<file path="src/rtl/coreabc_ram_loader_pkg.sv">
// coreabc_pkg: shared RAM geometry and loader FSM states
package coreabc_pkg;
   localparam int RAM_AW = 8;
   localparam int RAM_DW = 16;
   typedef enum logic [2:0] {IDLE, LOAD, VERIFY, DRAIN, CHECK} state_t;
endpackage

</file>
<file path="src/rtl/coreabc_ram_loader_if.sv">
// coreabc_ram_loader_if: host stream, control/status and RAM port bundle of the loader
interface coreabc_ram_loader_if import coreabc_pkg::*; #(parameter int AW = RAM_AW, parameter int DW = RAM_DW);
   logic          start;
   logic [AW-1:0] base_addr;
   logic [AW:0]   length;
   logic          s_valid;
   logic          s_ready;
   logic [DW-1:0] s_data;
   logic          ram_wen;
   logic [AW-1:0] ram_waddr;
   logic [DW-1:0] ram_wd;
   logic          ram_ren;
   logic [AW-1:0] ram_raddr;
   logic [DW-1:0] ram_rd;
   logic          busy;
   logic          done;
   logic          error;
   logic [AW:0]   count;
   modport master (
      input  start, base_addr, length, s_valid, s_data, ram_rd,
      output s_ready, ram_wen, ram_waddr, ram_wd, ram_ren, ram_raddr, busy, done, error, count
   );
   modport slave (
      output start, base_addr, length, s_valid, s_data, ram_rd,
      input  s_ready, ram_wen, ram_waddr, ram_wd, ram_ren, ram_raddr, busy, done, error, count
   );
endinterface

</file>
<file path="src/rtl/coreabc_ram_loader_cksum.sv">
// coreabc_cksum16: DW-bit wrapping accumulator with synchronous clear and enable
module coreabc_cksum16 #(parameter int DW = 16) (
   input  logic          RWCLK,
   input  logic          RESET,
   input  logic          clr,
   input  logic          en,
   input  logic [DW-1:0] d,
   output logic [DW-1:0] sum
);
   always_ff @(posedge RWCLK)
      sum <= (RESET || clr) ? '0 : en ? sum + d : sum;
endmodule

</file>
<file path="src/rtl/coreabc_ram_loader.sv">
// coreabc_ram_loader: streams words into RAM from a base address, reads the region back
// and flags a checksum mismatch between written and read-back words.
module coreabc_ram_loader import coreabc_pkg::*; #(
   parameter int AW = RAM_AW,
   parameter int DW = RAM_DW
) (
   input logic RWCLK,
   input logic RESET,
   coreabc_ram_loader_if.master bus
);
   localparam logic [AW:0] FULL = {1'b1, {AW{1'b0}}};
   state_t        state;
   logic [AW-1:0] base;
   logic [AW:0]   len, cnt, rd_idx, len_in;
   logic          rd_pend, go, hs, done_q, error_q;
   logic [DW-1:0] sum_wr, sum_rd;
   assign len_in = bus.length > FULL ? FULL : bus.length;
   assign go = state == IDLE && bus.start;
   assign hs = state == LOAD && bus.s_valid;
   assign bus.s_ready   = state == LOAD;
   assign bus.ram_wen   = hs;
   assign bus.ram_waddr = base + cnt[AW-1:0];
   assign bus.ram_wd    = state == LOAD ? bus.s_data : '0;
   assign bus.ram_ren   = state == VERIFY;
   assign bus.ram_raddr = base + rd_idx[AW-1:0];
   assign bus.busy      = state != IDLE;
   assign bus.done      = done_q;
   assign bus.error     = error_q;
   assign bus.count     = cnt;
   coreabc_cksum16 #(.DW(DW)) u_sum_wr (
      .RWCLK(RWCLK), .RESET(RESET), .clr(go), .en(hs), .d(bus.s_data), .sum(sum_wr)
   );
   // read data arrives one cycle after each VERIFY read, so rd_pend gates the read-side sum
   coreabc_cksum16 #(.DW(DW)) u_sum_rd (
      .RWCLK(RWCLK), .RESET(RESET), .clr(go), .en(rd_pend), .d(bus.ram_rd), .sum(sum_rd)
   );
   // a zero-length load pulses DONE as it enters CHECK; real loads pulse it after CHECK
   always_ff @(posedge RWCLK) begin
      if (RESET) begin
         state   <= IDLE;
         base    <= '0;
         len     <= '0;
         cnt     <= '0;
         rd_idx  <= '0;
         rd_pend <= 1'b0;
         done_q  <= 1'b0;
         error_q <= 1'b0;
      end else begin
         rd_pend <= state == VERIFY;
         done_q  <= 1'b0;
         case (state)
            IDLE: if (bus.start) begin
               base    <= bus.base_addr;
               len     <= len_in;
               cnt     <= '0;
               rd_idx  <= '0;
               error_q <= 1'b0;
               done_q  <= len_in == '0;
               state   <= len_in == '0 ? CHECK : LOAD;
            end
            LOAD: if (bus.s_valid) begin
               cnt <= cnt + 1'b1;
               if (cnt == len - 1'b1) state <= VERIFY;
            end
            VERIFY: begin
               rd_idx <= rd_idx + 1'b1;
               if (rd_idx == len - 1'b1) state <= DRAIN;
            end
            DRAIN: state <= CHECK;
            CHECK: begin
               error_q <= sum_wr != sum_rd;
               done_q  <= len != '0;
               state   <= IDLE;
            end
            default: state <= IDLE;
         endcase
      end
   end
endmodule

</file>
<file path="src/flat_wrapper.sv">
// flat-port wrapper written by rule: the top's interface ports become plain ports
module coreabc_ram_loader_flat import coreabc_pkg::*;
#(
   parameter int AW = RAM_AW,
   parameter int DW = RAM_DW
)
  (RWCLK, RESET, bus_start, bus_base_addr, bus_length, bus_s_valid, bus_s_data, bus_ram_rd, bus_s_ready, bus_ram_wen, bus_ram_waddr, bus_ram_wd, bus_ram_ren, bus_ram_raddr, bus_busy, bus_done, bus_error, bus_count);
  coreabc_ram_loader_if #(.AW(AW), .DW(DW)) bus_i ();
  input logic RWCLK;
  input logic RESET;
  input wire logic [$bits(bus_i.start)-1:0] bus_start;
  input wire logic [$bits(bus_i.base_addr)-1:0] bus_base_addr;
  input wire logic [$bits(bus_i.length)-1:0] bus_length;
  input wire logic [$bits(bus_i.s_valid)-1:0] bus_s_valid;
  input wire logic [$bits(bus_i.s_data)-1:0] bus_s_data;
  input wire logic [$bits(bus_i.ram_rd)-1:0] bus_ram_rd;
  output wire logic [$bits(bus_i.s_ready)-1:0] bus_s_ready;
  output wire logic [$bits(bus_i.ram_wen)-1:0] bus_ram_wen;
  output wire logic [$bits(bus_i.ram_waddr)-1:0] bus_ram_waddr;
  output wire logic [$bits(bus_i.ram_wd)-1:0] bus_ram_wd;
  output wire logic [$bits(bus_i.ram_ren)-1:0] bus_ram_ren;
  output wire logic [$bits(bus_i.ram_raddr)-1:0] bus_ram_raddr;
  output wire logic [$bits(bus_i.busy)-1:0] bus_busy;
  output wire logic [$bits(bus_i.done)-1:0] bus_done;
  output wire logic [$bits(bus_i.error)-1:0] bus_error;
  output wire logic [$bits(bus_i.count)-1:0] bus_count;
  assign bus_i.start = bus_start;
  assign bus_i.base_addr = bus_base_addr;
  assign bus_i.length = bus_length;
  assign bus_i.s_valid = bus_s_valid;
  assign bus_i.s_data = bus_s_data;
  assign bus_i.ram_rd = bus_ram_rd;
  assign bus_s_ready = bus_i.s_ready;
  assign bus_ram_wen = bus_i.ram_wen;
  assign bus_ram_waddr = bus_i.ram_waddr;
  assign bus_ram_wd = bus_i.ram_wd;
  assign bus_ram_ren = bus_i.ram_ren;
  assign bus_ram_raddr = bus_i.ram_raddr;
  assign bus_busy = bus_i.busy;
  assign bus_done = bus_i.done;
  assign bus_error = bus_i.error;
  assign bus_count = bus_i.count;
  coreabc_ram_loader #(.AW(AW), .DW(DW)) u_core (.RWCLK(RWCLK), .RESET(RESET), .bus(bus_i));
endmodule
</file>
<file path="config.mk">
export PLATFORM = sky130hd
export DESIGN_NAME = coreabc_ram_loader_flat
export DESIGN_NICKNAME = d
export VERILOG_FILES = /design/src/rtl/coreabc_ram_loader_pkg.sv /design/src/rtl/coreabc_ram_loader_if.sv /design/src/rtl/coreabc_ram_loader_cksum.sv /design/src/rtl/coreabc_ram_loader.sv /design/src/flat_wrapper.sv
export SDC_FILE = /design/constraint.sdc
export NUM_CORES = 1
export LEC_CHECK = 0
export CAP_MARGIN = 20
export CORE_MARGIN = 2
export CORE_UTILIZATION = 48
export CTS_CLUSTER_DIAMETER = 100
export DETAILED_ROUTE_END_ITERATION = 10
export DONT_BUFFER_PORTS = 1
export SYNTH_ARGS = -nofsm -noshare
export SYNTH_HDL_FRONTEND = slang
export SYNTH_SLANG_ARGS = --single-unit
</file>
<file path="constraint.sdc">
create_clock -name RWCLK -period 3.4 [get_ports RWCLK]
set_input_delay 1.02 -clock RWCLK [delete_from_list [all_inputs] [get_ports RWCLK]]
set_output_delay 1.02 -clock RWCLK [all_outputs]
set_load 0.05 [all_outputs]
</file>
==> results of run 1 <==
power breakdown:
group | internal [W] | total [W] | switching [W] | leakage (nW)
Combinational | 0.000218 | 0.000640 | 0.000422 | 1.89
Sequential | 0.000889 | 0.000943 | 0.0000549 | 0.593
Clock | 0.000492 | 0.000853 | 0.000362 | 0.121
area by class of cell:
cell class                      count  share of cell area
Sequential cell                    73               0.249
Multi-Input combinational cell    530               0.616
Tap cell                          140              0.0298
Timing Repair Buffer               30              0.0425
Inverter                           32              0.0206
Clock buffer                       10              0.0217
Clock inverter                      6              0.0198
stage by stage:
step / utilization / hold slack (ns) / setup TNS, ns / power, W
2_1_floorplan: - / 0.457 / -0.136 / 0.00148
3_3_place_gp: 0.519 / 0.459 / 0 / 0.00160
3_5_place_dp: 0.519 / 0.470 / 0 / 0.00160
4_1_cts: 0.542 / 0.482 / 0 / 0.00245
5_1_grt: 0.545 / 0.495 / -0.00918 / 0.00254
6_report: 0.545 / 0.483 / 0 / 0.00244
worst reg2reg max path, cell delays in order (launching register included):
cell and delay [ns]:
dfxtp_1 0.44, buf_4 0.25, or3b_1 0.54, clkinv_2 0.28, and3_1 0.24, nand3_1 0.13
or3_1 0.37, a21oi_1 0.13
flip-flops by register name, indices dropped and copies added, names as in the netlist:
| signal | count |
|---|---|
| u_core.base | 8 |
| u_core.bus.count | 9 |
| u_core.bus.done | 1 |
| u_core.bus.error | 1 |
| u_core.len | 9 |
| u_core.rd_idx | 9 |
| u_core.rd_pend | 1 |
| u_core.state | 3 |
| u_core.u_sum_rd.sum | 16 |
| u_core.u_sum_wr.sum | 16 |
what timing repair did:
action                                 4_1_cts  5_1_grt
setup endpoints to repair                    2        4
buffers inserted                             0        1
resized for setup                            2        8
pin swaps                                    0        5
endpoints found under the hold margin        0        0
cells by family after synthesis:
family,count (synthesis),synth area share
multiplexers,9,0.0173
buffers and inverters,58,0.0441
XOR/XNOR,77,0.128
AO/OA/AOI/OAI,162,0.190
AND/OR/NAND/NOR,231,0.218
flip-flops,73,0.277
adder cells (fa/ha/maj),51,0.127
layout by cell type (no fill, tap or decap), drive strengths merged, types with 3 or more instances in the layout:
cell type	instances
a211oi	7
a21boi	4
a21o	15
a21oi	67
a22o	4
a31oi	4
and3	19
buf	30
bufinv	3
clkbuf	10
clkinv	4
dfxtp	73
fa	4
ha	47
inv	31
mux2i	8
nand2	75
nand2b	8
nand3	14
nand3b	4
nand4	11
nor2	52
nor2b	8
nor3	12
nor4	11
o211ai	4
o21a	3
o21ai	31
o21bai	8
or3	8
xnor2	40
xor2	37
layer usage:
layer  vias to the layer above  track usage
met2                       109        0.420
met5                         -            0
met3                        20       0.0556
li1                       2355            -
met4                         0       0.0797
met1                      2116        0.265
worst paths after layout:
path	startpoint	end	slack [ns]
setup / recovery	u_core.bus.count[1]$_SDFFE_PP0P_	bus_ram_waddr[6]	0.09
hold / removal	u_core.base[0]$_SDFFE_PP0P_	u_core.base[0]$_SDFFE_PP0P_	0.48
setup reg to reg	u_core.state[0]$_SDFFE_PP0P_	u_core.rd_idx[8]$_SDFFE_PP0P_	0.95
hold reg to reg	u_core.base[0]$_SDFFE_PP0P_	u_core.base[0]$_SDFFE_PP0P_	0.48
==> results.tsv, run 1 <==
stage	metric	value	unit
outcome	status	complete, no violations	
drt	wl_per_cell	16.1	um
min_path	hp-class	flop to flop	
floorplan	start_util	0.489	
drt	initialDrtViolationCount	159	
yosys	ys_seq_area_frac	0.277	
worst_setup_path	cp-end-kind	output port	
drt	drt-vias-per-instance	5.60	
power_and_ir_drop	p_per_area	414	nW/um^2
cts	clkLatencyLatePin	0.37	ns
timing	fmax	302	MHz
yosys	yosysMostFrequentCell	nand2_1	
placed_design	port_buffers	0	
worst_setup_path	path_class	flop to output port	
placed_design	placed_cell_area	5600	sq um
drt	dr.pass1.iters	4	
cts	cts_tree	yes	
timing	finalSetupViolCount	0	
timing	finClkSkew	0.00678	ns
floorplan	ios	100	
flow_run	cap_viol_max_count	0	
worst_setup_path	cp_top_family	compound AO/OA/AOI/OAI gates	
timing	relSlewSlack	0.419	
min_path	hold-path-cell-count	2	
yosys	syn_inst	661	
drt	wl_met3	680	um
yosys	avgSynthCellArea	7.99	sq um
floorplan	rows	38	
yosys	synth_cell_types	60	
yosys	syn-cell-area	5280	sq um
cts	clkSinkCount	73	
yosys	synth.largest_area_cell	dfxtp_1	
placed_design	detailedPlace.worstSlack	0.363	ns
worst_setup_path	slowest_stage	fa_1	
drt	postRouteAntennaNets	0	
worst_setup_path	path_buf_inv	4	
worst_setup_path	reg2reg_depth	7	
placed_design	dp.cells	804	
global_routing	grtUsageTotal	0.232	
drt	drt-total-wl	13200	um
drt	vias	4600	
global_routing	grt_max_degree	31	
worst_setup_path	max_stage_delay	0.45	ns
worst_setup_path	arrival	2.29	ns
power_and_ir_drop	ir_drop	0.267	mV
power_and_ir_drop	power_leakage	2.60	nW
floorplan	dieArea	11900	sq um
global_routing	overflow	0	
cts	hold_buffers	0	
final_layout	layout-drive-gt1-share	0.103	
final_layout	areaGrowthSynthToFinish	11.5	%
floorplan	core_area	10800	sq um
drt	wl_met2	6730	um
worst_setup_path	required	2.38	ns
drt	top_layer_used	met4	
cts	cts.path.max_buffers	2	
yosys	yosys-top-cells-area	dfxtp_1 28%, ha_1 11%, xnor2_1 6.6%	
final_layout	multi_input_area	3630	sq um
final_layout	nets	780	
final_layout	fin_area	5890	sq um
floorplan	fp.dieW	109	um
cts	cts_root_buffer	clkbuf_8	
placed_design	dpl.hpwl	10200	um
global_routing	grt_pass1_wl	21400	um
final_layout	antenna_cells	0	
final_layout	ff_latch_area	1470	sq um
drt	met1_length	5560	um
timing	maxSlewViolCount	0	
yosys	ys_top_cells_by_count	74 x nand2_1, 73 x dfxtp_1, 67 x a21oi_1	
timing	tightest_slew	0.870	ns
final_layout	fin_cells	821	
floorplan	die_height	109	um
global_routing	grt_antenna_before_repair	0	
final_layout	fillers	1005	
placed_design	place.gp.congestion	0.889	
timing	worst_slack	0.0883	ns
timing	min_period_over_period	0.974	
worst_setup_path	crit_fanout	5	
yosys	ys.flop_type	dfxtp_1	
yosys	synth.ff_latch_count	73	
cts	cts_buffers	9	
yosys	synth-warning-count	0	
worst_setup_path	startpoint_type	flop	
cts	htreeDepth	3	
yosys	async_flop_share	0	
worst_setup_path	crit_cells	10	
global_routing	grt_pass1_vias	4423	
timing	post-route-min-period	3.31	ns
yosys	synth_top_area_frac	0.277	
cts	clk_pin_slew	0.09	ns
yosys	synth_edf_count	0	
worst_setup_path	path_cells	buf_4, inv_1, fa_1, inv_1, a21oi_1, o21bai_1, a21o_1, a21oi_1, xnor2_2, buf_12	
timing	hold_viol	0	
drt	drc_errors	0	
yosys	synth_fp_nets	765	
No activity file was read; power rests on OpenSTA's default activity.
==> inputs of run 2 (changes only) <==
--- a/config.mk
+++ b/config.mk
@@ -6,6 +6,7 @@
 export NUM_CORES = 1
 export LEC_CHECK = 0
 export CAP_MARGIN = 20
+export CORE_ASPECT_RATIO = 0.9
 export CORE_MARGIN = 2
 export CORE_UTILIZATION = 48
 export CTS_CLUSTER_DIAMETER = 100
==> run 2 against run 1 <==
- register-to-register slack is essentially flat
- via count rose by 1.1%
- clock power decreased by 2.5%
- global-route usage grew 0.13 points
- hold slack got worse by 0.0031 ns
- routed wire length increased by 3.7%
- die area hardly changed
- maximum frequency is 1.5% lower
- power down 0.36%
- critical endpoint unchanged
==> results.tsv, run 2 (synthesis results as in run 1) <==
stage	metric	value	unit	change
floorplan	die_height	103	um	-4.9%
global_routing	grt_antenna_before_repair	0		unchanged
power_and_ir_drop	p_total	0.00243	W	-0.36%
worst_setup_path	crit_fanout	3		-2
floorplan	start_util	0.490		+0.00125
worst_setup_path	startpoint_type	flop		
worst_setup_path	arrival	2.34	ns	+0.05 ns
drt	dr.pass1.iters	5		+1
final_layout	areaGrowthSynthToFinish	11.5	%	about the same
timing	min_period_over_period	0.989		+0.0153
drt	initialDrtViolationCount	231		+45%
floorplan	fp.dieW	115	um	+5.2%
worst_setup_path	slowest_stage	fa_1		
drt	drc_errors	0		unchanged
final_layout	fin_cells	813		-0.97%
timing	maxSlewViolCount	0		unchanged
worst_setup_path	required	2.38	ns	about the same
final_layout	fillers	1028		+2.3%
global_routing	grtUsageTotal	0.233		+0.00127
timing	tightest_slew	0.825	ns	-0.0452 ns
worst_setup_path	path_cells	ha_1, inv_1, fa_1, inv_1, a21oi_1, o21bai_1, a21o_1, a21oi_1, xnor2_2, buf_12		
timing	finClkSkew	0.00684	ns	+0.0000647 ns
timing	hold_viol	0		unchanged
flow_run	cap_viol_max_count	0		unchanged
worst_setup_path	max_stage_delay	0.40	ns	-0.05 ns
global_routing	grt_max_degree	31		unchanged
power_and_ir_drop	ir_drop	0.258	mV	-3.0%
cts	clkSinkCount	73		unchanged
cts	cts.path.max_buffers	2		unchanged
final_layout	final_common_cell	nand2_1		
placed_design	place.gp.congestion	0.896		+0.71%
worst_setup_path	startpoint	u_core.base[0]$_SDFFE_PP0P_		
floorplan	rows	36		-5.3%
floorplan	dieArea	11900	sq um	about the same
timing	finalSetupViolCount	0		unchanged
timing	relSlewSlack	0.449		+0.0302
floorplan	ios	100		unchanged
global_routing	grt_pass1_wl	21600	um	+1.1%
final_layout	fin_area	5880	sq um	about the same
placed_design	dpl.hpwl	10700	um	+4.5%
placed_design	port_buffers	0		unchanged
global_routing	grt_pass1_vias	4220		-4.6%
drt	postRouteAntennaNets	0		unchanged
final_layout	nets	781		+0.13%
outcome	status	complete, no violations		
placed_design	placed_cell_area	5580	sq um	-0.38%
cts	cts_buffers	9		unchanged
final_layout	antenna_cells	0		unchanged
min_path	holdCritStartpoint	u_core.len[8]$_SDFFE_PP0P_		
cts	clkLatencyLatePin	0.33	ns	-0.04 ns
cts	clk_pin_slew	0.06	ns	-0.03 ns
global_routing	overflow	0		unchanged
timing	fmax	297	MHz	-1.5%
worst_setup_path	path_class	flop to output port		
drt	drt-vias-per-instance	5.72		+2.1%
final_layout	reg_top3	u_core.u_sum_rd.sum x16, u_core.u_sum_wr.sum x16		
drt	vias	4649		+1.1%
placed_design	dp.cells	797		-0.87%
timing	hold-worst-slack	0.480	ns	-0.00315 ns
cts	cts_root_buffer	clkbuf_16		
worst_setup_path	reg2reg_depth	11		+4
min_path	hold-path-cell-count	2		unchanged
worst_setup_path	cp-end-kind	output port		
power_and_ir_drop	p_per_area	413	nW/um^2	-0.32%
timing	post-route-min-period	3.36	ns	+0.0519 ns
floorplan	core_area	10800	sq um	-0.26%
final_layout	layout-drive-gt1-share	0.101		-0.00132
cts	cts_tree	yes		
drt	drt-total-wl	13700	um	+3.7%
min_path	hp-class	flop to flop		
power_and_ir_drop	power_leakage	2.60	nW	about the same
drt	wl_per_cell	16.9	um	+4.7%
final_layout	final_cell_mix	74 x nand2_1, 70 x dfxtp_1, 63 x a21oi_1		
cts	htreeDepth	3		unchanged
worst_setup_path	r2r_start	u_core.u_sum_rd.sum[0]$_SDFFE_PP0P_		
run 2: cell type report:
class	instances	area, sq um	share of cell area
clock buffers	10	229	0.0389
clock inverters	4	22.5	0.00383
inverters	32	121	0.0206
multi-input cells	530	3630	0.617
flip-flops and latches	73	1470	0.249
well taps	133	166	0.0283
repair buffers	31	249	0.0423
run 2: through the flow:
stage	utilization	TNS, ns	setup slack (ns)
floorplan	-	-0.136	-0.0967
global placement	0.518	0	0.380
detailed placement	0.518	0	0.328
CTS	0.542	0	0.0150
global route	0.547	-0.0910	-0.0910
finish	0.547	0	0.0364
run 2: power by group:
group / switching [W] / leakage (nW) / internal [W] / total [W]
clock: 0.000351 / 0.124 / 0.000482 / 0.000832
combinational: 0.000436 / 1.88 / 0.000217 / 0.000653
sequential: 0.0000527 / 0.593 / 0.000890 / 0.000943
total: 0.000839 / 2.60 / 0.00159 / 0.00243
run 2: final timing paths:
path / endpoint / slack [ns]
worst max-delay path: bus_ram_waddr[6] / 0.04
worst min-delay path: u_core.len[8]$_SDFFE_PP0P_ / 0.48
worst max register to register: u_core.u_sum_rd.sum[12]$_SDFFE_PP0P_ / 0.96
worst min register to register: u_core.len[8]$_SDFFE_PP0P_ / 0.48
run 2: critical path, delay by kind of cell (launching register included):
kind | cells | cell delay (ns)
DFF | 1 | 0.36
buffers and inverters | 3 | 0.30
adders and majority gates | 2 | 0.62
xor gates and xnor gates | 1 | 0.21
AOI/OAI and AO/OA | 4 | 0.52
run 2: what timing repair did:
| item | 4_1_cts | 5_1_grt |
|---|---|---|
| pin swaps | 0 | 5 |
| endpoints found under the setup margin | 1 | 4 |
| gates resized for setup | 1 | 10 |
| endpoints found under the hold margin | 0 | 0 |
| buffers inserted | 0 | 2 |
| hold buffers | 0 | 0 |
run 2: layer usage:
layer / vias up / track usage / part of all wire / wire length (um)
li1: 2358 / - / - / -
met1: 2135 / 0.360 / 0.51 / 7030
met2: 144 / 0.326 / 0.41 / 5570
met3: 12 / 0.0460 / 0.072 / 995
met4: 0 / 0.0647 / 0.0095 / 131
met5: - / 0 / 0 / 0
==> inputs of run 3 (changes only) <==
--- a/config.mk
+++ b/config.mk
@@ -8,10 +8,11 @@
 export CAP_MARGIN = 20
 export CORE_ASPECT_RATIO = 0.9
 export CORE_MARGIN = 2
-export CORE_UTILIZATION = 48
+export CORE_UTILIZATION = 45
 export CTS_CLUSTER_DIAMETER = 100
 export DETAILED_ROUTE_END_ITERATION = 10
 export DONT_BUFFER_PORTS = 1
+export HOLD_SLACK_MARGIN = 0.06
 export SYNTH_ARGS = -nofsm -noshare
 export SYNTH_HDL_FRONTEND = slang
 export SYNTH_SLANG_ARGS = --single-unit
==> run 3 against run 2 <==
- final cell count grew 2.7%
- die area increased by 6.4%
- non-clock buffer count fell by 3
- maximum frequency increased by 2.4%
- clock skew barely moved
- first-iteration DRC count is 26% higher
- count of clock-buffer cells in the layout did not move
- highest routed layer unchanged
==> results.tsv, run 3 (synthesis results as in run 1) <==
stage	metric	value	unit	change
final_layout	areaGrowthSynthToFinish	13.2	%	
min_path	hp-class	flop to flop		
drt	wl_per_cell	16.6	um	-1.6%
timing	worst_slack	0.117	ns	+0.0802 ns
power_and_ir_drop	p_per_area	450	nW/um^2	+9.2%
placed_design	place.gp.congestion	0.902		+0.73%
cts	cts_buffers	9		unchanged
final_layout	reg_top3	u_core.u_sum_rd.sum x16, u_core.u_sum_wr.sum x16		
global_routing	grtUsageTotal	0.222		-0.0109
global_routing	grt_pass1_wl	22500	um	+3.8%
timing	hold_viol	0		unchanged
timing	hold-worst-slack	0.473	ns	-0.00702 ns
power_and_ir_drop	power_leakage	2.63	nW	+1.2%
cts	cts.path.max_buffers	2		unchanged
drt	drc_errors	0		unchanged
cts	clkLatencyLatePin	0.33	ns	about the same
cts	clkSinkCount	73		unchanged
timing	tightest_slew	0.940	ns	+0.115 ns
worst_setup_path	path_class	flop to output port		
global_routing	grt_antenna_before_repair	0		unchanged
drt	drt-vias-per-instance	5.61		-1.8%
drt	drt-total-wl	13900	um	+1.0%
floorplan	core_area	11400	sq um	+6.2%
drt	vias	4687		+0.82%
floorplan	rows	37		+2.8%
final_layout	layout-drive-gt1-share	0.0987		-0.00280
timing	min_period_over_period	0.966		-0.0236
global_routing	grt_pass1_vias	4445		+5.3%
timing	post-route-min-period	3.28	ns	-0.0802 ns
placed_design	port_buffers	0		unchanged
worst_setup_path	r2r_slack	0.91	ns	-0.05 ns
floorplan	die_height	107	um	+3.2%
timing	finalSetupViolCount	0		unchanged
floorplan	dieArea	12600	sq um	+6.4%
final_layout	nets	778		-0.38%
cts	clk_pin_slew	0.06	ns	about the same
cts	hold_buffers	0		unchanged
timing	fmax	305	MHz	+2.4%
worst_setup_path	arrival	2.26	ns	-0.08 ns
placed_design	dpl.hpwl	10800	um	+1.2%
final_layout	antenna_cells	0		unchanged
global_routing	grt_max_degree	31		unchanged
floorplan	ios	100		unchanged
timing	finClkSkew	0.00659	ns	-0.000251 ns
outcome	status	complete, no violations		
worst_setup_path	crit_fanout	6		+3
power_and_ir_drop	ir_drop	0.249	mV	-3.6%
timing	relSlewSlack	0.371		-0.0780
final_layout	fillers	1096		+6.6%
worst_setup_path	startpoint_type	flop		
placed_design	detailedPlace.worstSlack	0.355	ns	+0.0277 ns
final_layout	fin_util	0.522		-0.0242
final_layout	final_cell_mix	74 x nand2_1, 71 x dfxtp_1, 63 x a21oi_1		
flow_run	cap_viol_max_count	0		unchanged
final_layout	final_common_cell	nand2_1		
timing	fin_tns_setup	0	ns	unchanged
floorplan	start_util	0.462		-0.0287
drt	initialDrtViolationCount	292		+26%
cts	htreeDepth	3		unchanged
timing	maxSlewViolCount	0		unchanged
drt	dr.pass1.iters	5		unchanged
floorplan	fp.dieW	118	um	+3.2%
global_routing	overflow	0		unchanged
cts	cts_tree	yes		
cts	cts_root_buffer	clkbuf_16		
worst_setup_path	required	2.38	ns	about the same
worst_setup_path	cp-end-kind	output port		
drt	postRouteAntennaNets	0		unchanged
[run 3: cell count changes in the layout (fill, tap and decap cells not counted), sizes merged]
cell and delta:
buf -3, bufinv +3, clkinvlp -1
[run 3: per-layer routing]
metal | up-vias | global-route usage | wire (um)
met5 | - | 0 | 0
met4 | 0 | 0.0611 | 171
met3 | 12 | 0.0537 | 951
met2 | 132 | 0.333 | 5860
met1 | 2181 | 0.318 | 6900
li1 | 2362 | - | -
[run 3: stage by stage]
step / instance area [sq um] / power, W / cells
floorplan: 5290 / 0.00148 / 661
global placement: 5590 / 0.00159 / 818
detailed placement: 5590 / 0.00160 / 818
CTS: 5940 / 0.00270 / 834
global route: 5970 / 0.00280 / 835
finish: 5970 / 0.00269 / 835
[run 3: repair_timing]
action	CTS	global route
buffers inserted	0	1
hold endpoints to repair	0	0
setup endpoints to repair	0	4
resized for setup	0	7
[run 3: final timing paths]
check	startpoint	endpoint	cells past startpoint
hold / removal	u_core.len[8]$_SDFFE_PP0P_	u_core.len[8]$_SDFFE_PP0P_	2
hold reg to reg	u_core.len[8]$_SDFFE_PP0P_	u_core.len[8]$_SDFFE_PP0P_	2
setup reg to reg	u_core.u_sum_rd.sum[0]$_SDFFE_PP0P_	u_core.u_sum_rd.sum[12]$_SDFFE_PP0P_	11
setup / recovery	u_core.rd_idx[0]$_SDFFE_PP0P_	bus_ram_raddr[6]	10
[run 3: report_power, final]
group / internal, W / switching [W]
Sequential: 0.000890 / 0.0000524
Combinational: 0.000215 / 0.000432
Clock: 0.000733 / 0.000368
Total: 0.00184 / 0.000853
[run 3: final cells by class]
type                            count  area (sq um)  share of cell area
Inverter                           32           121              0.0203
Sequential cell                    73          1460               0.245
Clock buffer                       10           239              0.0400
Tap cell                          156           195              0.0327
Timing Repair Buffer               28           223              0.0373
Multi-Input combinational cell    530          3630               0.607
Clock inverter                      6           105              0.0176
[run 3: critical path, stage by stage, from the launching register on]
cell,delay (ns)
dfxtp_2,0.38
ha_1,0.19
inv_1,0.06
fa_1,0.40
inv_1,0.07
a21oi_1,0.06
o21bai_1,0.19
a21o_1,0.14
a21oi_1,0.07
xnor2_1,0.15
buf_4,0.22
